**config.mk**
```make
export PLATFORM = sky130hd
export DESIGN_NAME = debouncer_multi
export DESIGN_NICKNAME = d
export VERILOG_FILES = /design/src/rtl/debounce_pkg.sv /design/src/rtl/debounce_channel.sv /design/src/rtl/debouncer_multi.sv
export SDC_FILE = /design/constraint.sdc
export NUM_CORES = 1
export LEC_CHECK = 0
export BUFFER_PORTS_ARGS = -buffer_cell sky130_fd_sc_hd__buf_2
export CAP_MARGIN = 30
export CORE_MARGIN = 2
export CORE_UTILIZATION = 40
export DETAILED_ROUTE_END_ITERATION = 6
export GPL_ROUTABILITY_DRIVEN = 0
export HOLD_SLACK_MARGIN = 0.15
export PLACE_DENSITY = 0.64
export SLEW_MARGIN = 10
export SYNTH_ARGS = -nofsm -noshare
export SYNTH_HDL_FRONTEND = slang
export SYNTH_SLANG_ARGS = --single-unit
```
**constraint.sdc**
```tcl
create_clock -name clk -period 2.4 [get_ports clk]
set_clock_uncertainty 0.1 [all_clocks]
set_input_delay 0.12 -clock clk [delete_from_list [all_inputs] [get_ports clk]]
set_output_delay 0.12 -clock clk [all_outputs]
set_load 0.05 [all_outputs]
```
**src/rtl/debounce_pkg.sv**
```systemverilog
// debounce_pkg: shared state encoding and counter-width helper for the debouncer slice
package debounce_pkg;

    typedef enum logic [1:0] {
        S_LOW       = 2'd0,
        S_WAIT_HIGH = 2'd1,
        S_HIGH      = 2'd2,
        S_WAIT_LOW  = 2'd3
    } state_t;

    function automatic int cnt_width(input int cycles);
        return $clog2(cycles);
    endfunction

endpackage

```
**src/rtl/debounce_channel.sv**
```systemverilog
// debounce_channel: one-input debounce FSM with qualification counter, registered level and edge strobes; DEBOUNCE_SYNC_EN adds a 2-flop input synchronizer
module debounce_channel
    import debounce_pkg::*;
#(
    parameter int DEBOUNCE_CYCLES = 1000000
) (
    input  logic clk,
    input  logic reset_n,
    input  logic noisy,
    output logic debounced,
    output logic rise_pulse,
    output logic fall_pulse
);
    localparam int CNT_W = cnt_width(DEBOUNCE_CYCLES);
    localparam logic [CNT_W-1:0] CNT_MAX = CNT_W'(DEBOUNCE_CYCLES - 1);

    state_t           state, state_nxt;
    logic [CNT_W-1:0] cnt, cnt_nxt;
    logic             in_bit, deb_nxt, rise_nxt, fall_nxt;

`ifdef DEBOUNCE_SYNC_EN
    logic [1:0] sync_q;
    // two-flop synchronizer in front of the FSM, cleared by reset
    always_ff @(posedge clk) begin
        sync_q <= reset_n ? {sync_q[0], noisy} : 2'b00;
    end
    assign in_bit = sync_q[1];
`else
    assign in_bit = noisy;
`endif

    // state, counter and registered outputs
    always_ff @(posedge clk) begin
        if (!reset_n) begin
            state      <= S_LOW;
            cnt        <= '0;
            debounced  <= 1'b0;
            rise_pulse <= 1'b0;
            fall_pulse <= 1'b0;
        end else begin
            state      <= state_nxt;
            cnt        <= cnt_nxt;
            debounced  <= deb_nxt;
            rise_pulse <= rise_nxt;
            fall_pulse <= fall_nxt;
        end
    end

    // next state: any disagreeing sample in a wait state abandons qualification
    always_comb begin
        state_nxt = state;
        cnt_nxt   = cnt;
        case (state)
            S_LOW: begin
                if (in_bit) begin
                    state_nxt = S_WAIT_HIGH;
                    cnt_nxt   = '0;
                end
            end
            S_WAIT_HIGH: begin
                if (!in_bit) state_nxt = S_LOW;
                else if (cnt == CNT_MAX) state_nxt = S_HIGH;
                else cnt_nxt = cnt + 1'b1;
            end
            S_HIGH: begin
                if (!in_bit) begin
                    state_nxt = S_WAIT_LOW;
                    cnt_nxt   = '0;
                end
            end
            S_WAIT_LOW: begin
                if (in_bit) state_nxt = S_HIGH;
                else if (cnt == CNT_MAX) state_nxt = S_LOW;
                else cnt_nxt = cnt + 1'b1;
            end
        endcase
    end

    // output values for the next cycle; strobes only on a completed qualification
    always_comb begin
        deb_nxt  = (state_nxt == S_HIGH) || (state_nxt == S_WAIT_LOW);
        rise_nxt = (state == S_WAIT_HIGH) && (state_nxt == S_HIGH);
        fall_nxt = (state == S_WAIT_LOW) && (state_nxt == S_LOW);
    end

endmodule

```
**src/rtl/debouncer_multi.sv**
```systemverilog
// debouncer_multi: N_CH independent debounce channels with level and press/release strobes; DEBOUNCE_SYNC_EN enables input synchronizers
module debouncer_multi
    import debounce_pkg::*;
#(
    parameter int N_CH            = 4,
    parameter int DEBOUNCE_CYCLES = 1000000
) (
    input  logic            clk,
    input  logic            reset_n,
    input  logic [N_CH-1:0] noisy,
    output logic [N_CH-1:0] debounced,
    output logic [N_CH-1:0] rise_pulse,
    output logic [N_CH-1:0] fall_pulse
);

    for (genvar i = 0; i < N_CH; i++) begin : g_ch
        debounce_channel #(
            .DEBOUNCE_CYCLES(DEBOUNCE_CYCLES)
        ) u_ch (
            .clk       (clk),
            .reset_n   (reset_n),
            .noisy     (noisy[i]),
            .debounced (debounced[i]),
            .rise_pulse(rise_pulse[i]),
            .fall_pulse(fall_pulse[i])
        );
    end

endmodule

```
==> run summary <==
CTS built an H-tree with a depth of 3. The logs give 6596 µm for the HPWL reported at the end of detailed placement and 100 for the number of clock sinks. After detailed routing, the number of remaining DRC violations is 0. The mapped netlist covers 4691 µm². The maximum root-to-sink buffer count is 2, and the number of instances in the synthesized netlist is 539. Path category of the worst min-delay check: flip-flop to flip-flop. The clock network is responsible for 46.5% of the overall power. Across the run, the number of max-cap violations was 0. The biggest area contributor in the post-synthesis netlist is dfxtp_1.

The pin count of the biggest net entering global routing is 21. The cell sitting at the root of the clock tree is a clkbuf_16. The number of placed I/O pins came out at 18.

The number of nets handed over by synthesis was 549. After synthesis, the cell types taking the most area are dfxtp_1, xor2_1, nor2_1. Cells with a size suffix above 1 make up 10.95% of the layout. The run gives 2.51 ns as the required time of the critical path.

The logs give 9 for the TritonCTS buffer count and 9758 µm for the routed wire length. The synthesized design contains 0 enable-type register cells. The run gives 2.32 ns as the critical path arrival. In the synthesized netlist the dominant register cell turns out to be dfxtp_1.

Setup repair after global routing left no endpoint under its margin. In the post-synthesis netlist, the cell with the most instances is dfxtp_1. For this run, the detailed router's first-pass iteration total came to 4. Adding up every negative setup slack in the final design gives 0 ns. The cell-internal power came out at 2.680 mW.

Clock latency on the worst-skew pair, taken at its later pin, is 0.34 ns. Final hold analysis gives a worst-case slack of 0.3968 ns. Along the worst path, the maximum fanout reaches 6.

The count of pins over their slew limit came out at 0. At the end of the flow, the number of nets in the layout was 572. Floorplan die area: 12,610 µm². The number of routed nets with antenna violations was 0. After clock tree synthesis, the clock-pin slew on the worst setup and hold paths is 0.07 ns. Actual slew at the worst max-slew pin: 0.7306 ns. The area added between synthesis and finish works out to 12.75%.

After synthesis, the largest area contributor takes up 42.68% of total cell area. Dividing total power by cell area gives a power density of 641.0 nW/µm². The synthesized netlist devotes 9.816% of its cell area to compound gates.

Port buffering added 17 buffers. Switching portion of total power: 20.95%. The sequential share of the synthesized area was 42.68%; the number of fill cells in the layout was 1,120. The distinct cell type count of the synthesized netlist was 57. The run gives 39 as the number of standard-cell rows in the floorplan. Summed over all layers, the global routing overflow is 0. The number of antenna diodes in the final layout is 0. The logs give 16.04% for the overall fraction of global-route tracks in use and 50.96% for the worst slew margin relative to its limit. The die extent in y was 112.3 µm; the final critical-path share of the clock period was 92.06%. After synthesis, the share of cell area in mux cells is 1.707%.

The first global-routing pass estimated 17,050 µm of wire. The initial utilization of the core area, before any placement, comes to 41.08%. The number of antenna violations at the first check in global routing came out at 0. Summing the areas of all and, or, nand and nor instances in the mapped netlist gives 30.43% of the synthesized area.

Counting flops with an async set or reset pin after synthesis yields a share of 0%. The capturing element type of the critical path is a flip-flop. After the first detailed-routing iteration, the DRC count stood at 197. After detailed routing, the average wire length per cell comes to 13.76 µm. The largest family of logic cells by synthesized area is simple AND/OR/NAND/NOR gates. Summing over every cut layer, the via total after detailed routing is 3,912. The number of vias per cell after detailed routing is 5.518, and the final-report setup violation count is 0. Buffers added to address setup during post-CTS repair amount to 0. Warning count from the yosys run: 0.

Sorting the synthesized cells by how often they occur yields dfxtp_1, nor2_1, nand2_1. The share of total power in combinational logic is 4.0%. The time the final worst path needs with I/O delays and setup was 2.209 ns. After synthesis the netlist holds a flip-flop and latch count of 100.

For this design the total switching power over the nets is 710.2 µW. The width of the chip works out to 112.3 µm. TritonCTS built the clock tree.

The synthesized-area fraction occupied by xor and xnor cells is 10.08%. The part of the total power dissipated in sequential elements came out at 49.5%. The total area inside the core boundary comes to 11,420 µm². The flow ran to the end, and the final reports show no timing, DRC or antenna violations. The count of final hold-check violations came out at 0.

The tools report the via count of the first global-routing pass as 3,732. IR analysis of the VDD net gives a maximum drop of 0.0006721 V. Based on the critical path, the design can be clocked at up to 452.6 MHz. Critical path class: flip-flop to flip-flop. The mean instance size in the synthesized netlist was 8.703 µm². Adder-cell share of the synthesized area: 1.067%.

The startpoint type of the worst setup path is a flip-flop. For the leakage power of the design, the log shows 1.791 nW.
[what timing repair did]
item / in CTS / in global routing
endpoints found under the hold margin: 18 / 0
gates resized for setup: 0 / 0
hold buffers: 6 / 0
[per-stage QoR]
stage                     util (%)  worst slack (ns)  std cells  power, mW  cell area, µm²
after floorplan                  -            0.3428        539      1.806            4691
after global placement       42.88            0.2291        687      1.841            4896
after detailed placement     42.94            0.1981        688      1.846            4903
after CTS                    46.32            0.1971        709      3.431            5289
after global routing         46.32           0.07892        709      3.501            5289
final                        46.32            0.1906        709      3.390            5289
[layout by cell type (no fill, tap or decap), types with 4 or more instances in the layout]
cell	n
dfxtp_1	100
nor2_1	77
nand2_1	40
xor2_1	36
nand3_1	33
a21oi_1	27
nor3_1	24
nand4_1	19
xnor2_1	18
buf_2	17
buf_4	15
o21ai_0	14
inv_1	9
nor3b_1	9
clkbuf_16	9
nor4_1	8
mux2i_1	8
and4_1	8
and3_1	7
o2bb2ai_1	7
or4_1	6
or3_1	6
dlygate4sd3_1	6
nor4b_1	5
nand4b_1	5
ha_1	4
[power groups by stage]
stage	logic, mW	clock network, mW	registers (mW)
floorplan	0.0904	0	1.72
global placement	0.124	0	1.72
detailed placement	0.128	0	1.72
CTS	0.135	1.62	1.68
global route	0.151	1.67	1.68
finish	0.135	1.58	1.68
[worst paths after layout]
| kind | slack (ns) | from | depth (start not counted) | endpoint |
|---|---|---|---|---|
| setup / recovery | 0.19 | g_ch[2].u_ch.cnt[10]$_SDFFE_PN0P_ | 6 | g_ch[2].u_ch.cnt[1]$_SDFFE_PN0P_ |
| hold / removal | 0.40 | g_ch[3].u_ch.state[1]$_SDFF_PN0_ | 1 | g_ch[3].u_ch.rise_pulse$_SDFF_PN0_ |
| setup reg to reg | 0.19 | g_ch[2].u_ch.cnt[10]$_SDFFE_PN0P_ | 6 | g_ch[2].u_ch.cnt[1]$_SDFFE_PN0P_ |
| hold reg to reg | 0.40 | g_ch[3].u_ch.state[1]$_SDFF_PN0_ | 1 | g_ch[3].u_ch.rise_pulse$_SDFF_PN0_ |
[routing by layer]
metal	routed length (µm)	vias to the layer above	GRT usage, %
met5	0	-	0
met4	123	0	4.878
met3	282	13	3.888
met2	4731	57	26.39
met1	4621	1866	20.98
li1	-	1976	-
[worst max-delay path: stages, from the launching register on]
cell and delay [ns]:
dfxtp_1 0.36, nand4b_1 0.20, or4_2 0.62, o31ai_4 0.37, buf_4 0.20, mux2i_1 0.18, nor2_1 0.05
[sequential cells by signal (all words and copies together), names as in the netlist]
| name | count |
|---|---|
| g_ch.u_ch.cnt | 80 |
| g_ch.u_ch.state | 8 |
| g_ch.u_ch.debounced | 4 |
| g_ch.u_ch.fall_pulse | 4 |
| g_ch.u_ch.rise_pulse | 4 |
[kinds of logic (layout without fill, tap and decap cells)]
group | after synthesis | in the layout
AOI/OAI and AO/OA | 70 | 70
xor gates and xnor gates | 54 | 54
adders and majority gates | 4 | 4
buffers and inverters | 35 | 62
DFF | 100 | 100
muxes | 8 | 8
and+or+nand+nor | 268 | 268
[layout make-up]
type / instances / area (µm²) / area share (%)
Clock buffer: 11 / 252.7 / 4.779
Tap cell: 143 / 178.9 / 3.383
Multi-Input combinational cell: 404 / 2491 / 47.10
Timing Repair Buffer: 38 / 257.7 / 4.873
Clock inverter: 4 / 72.57 / 1.372
Inverter: 9 / 33.78 / 0.6388
Sequential cell: 100 / 2002 / 37.85
No activity file was read; power rests on OpenSTA's default activity.
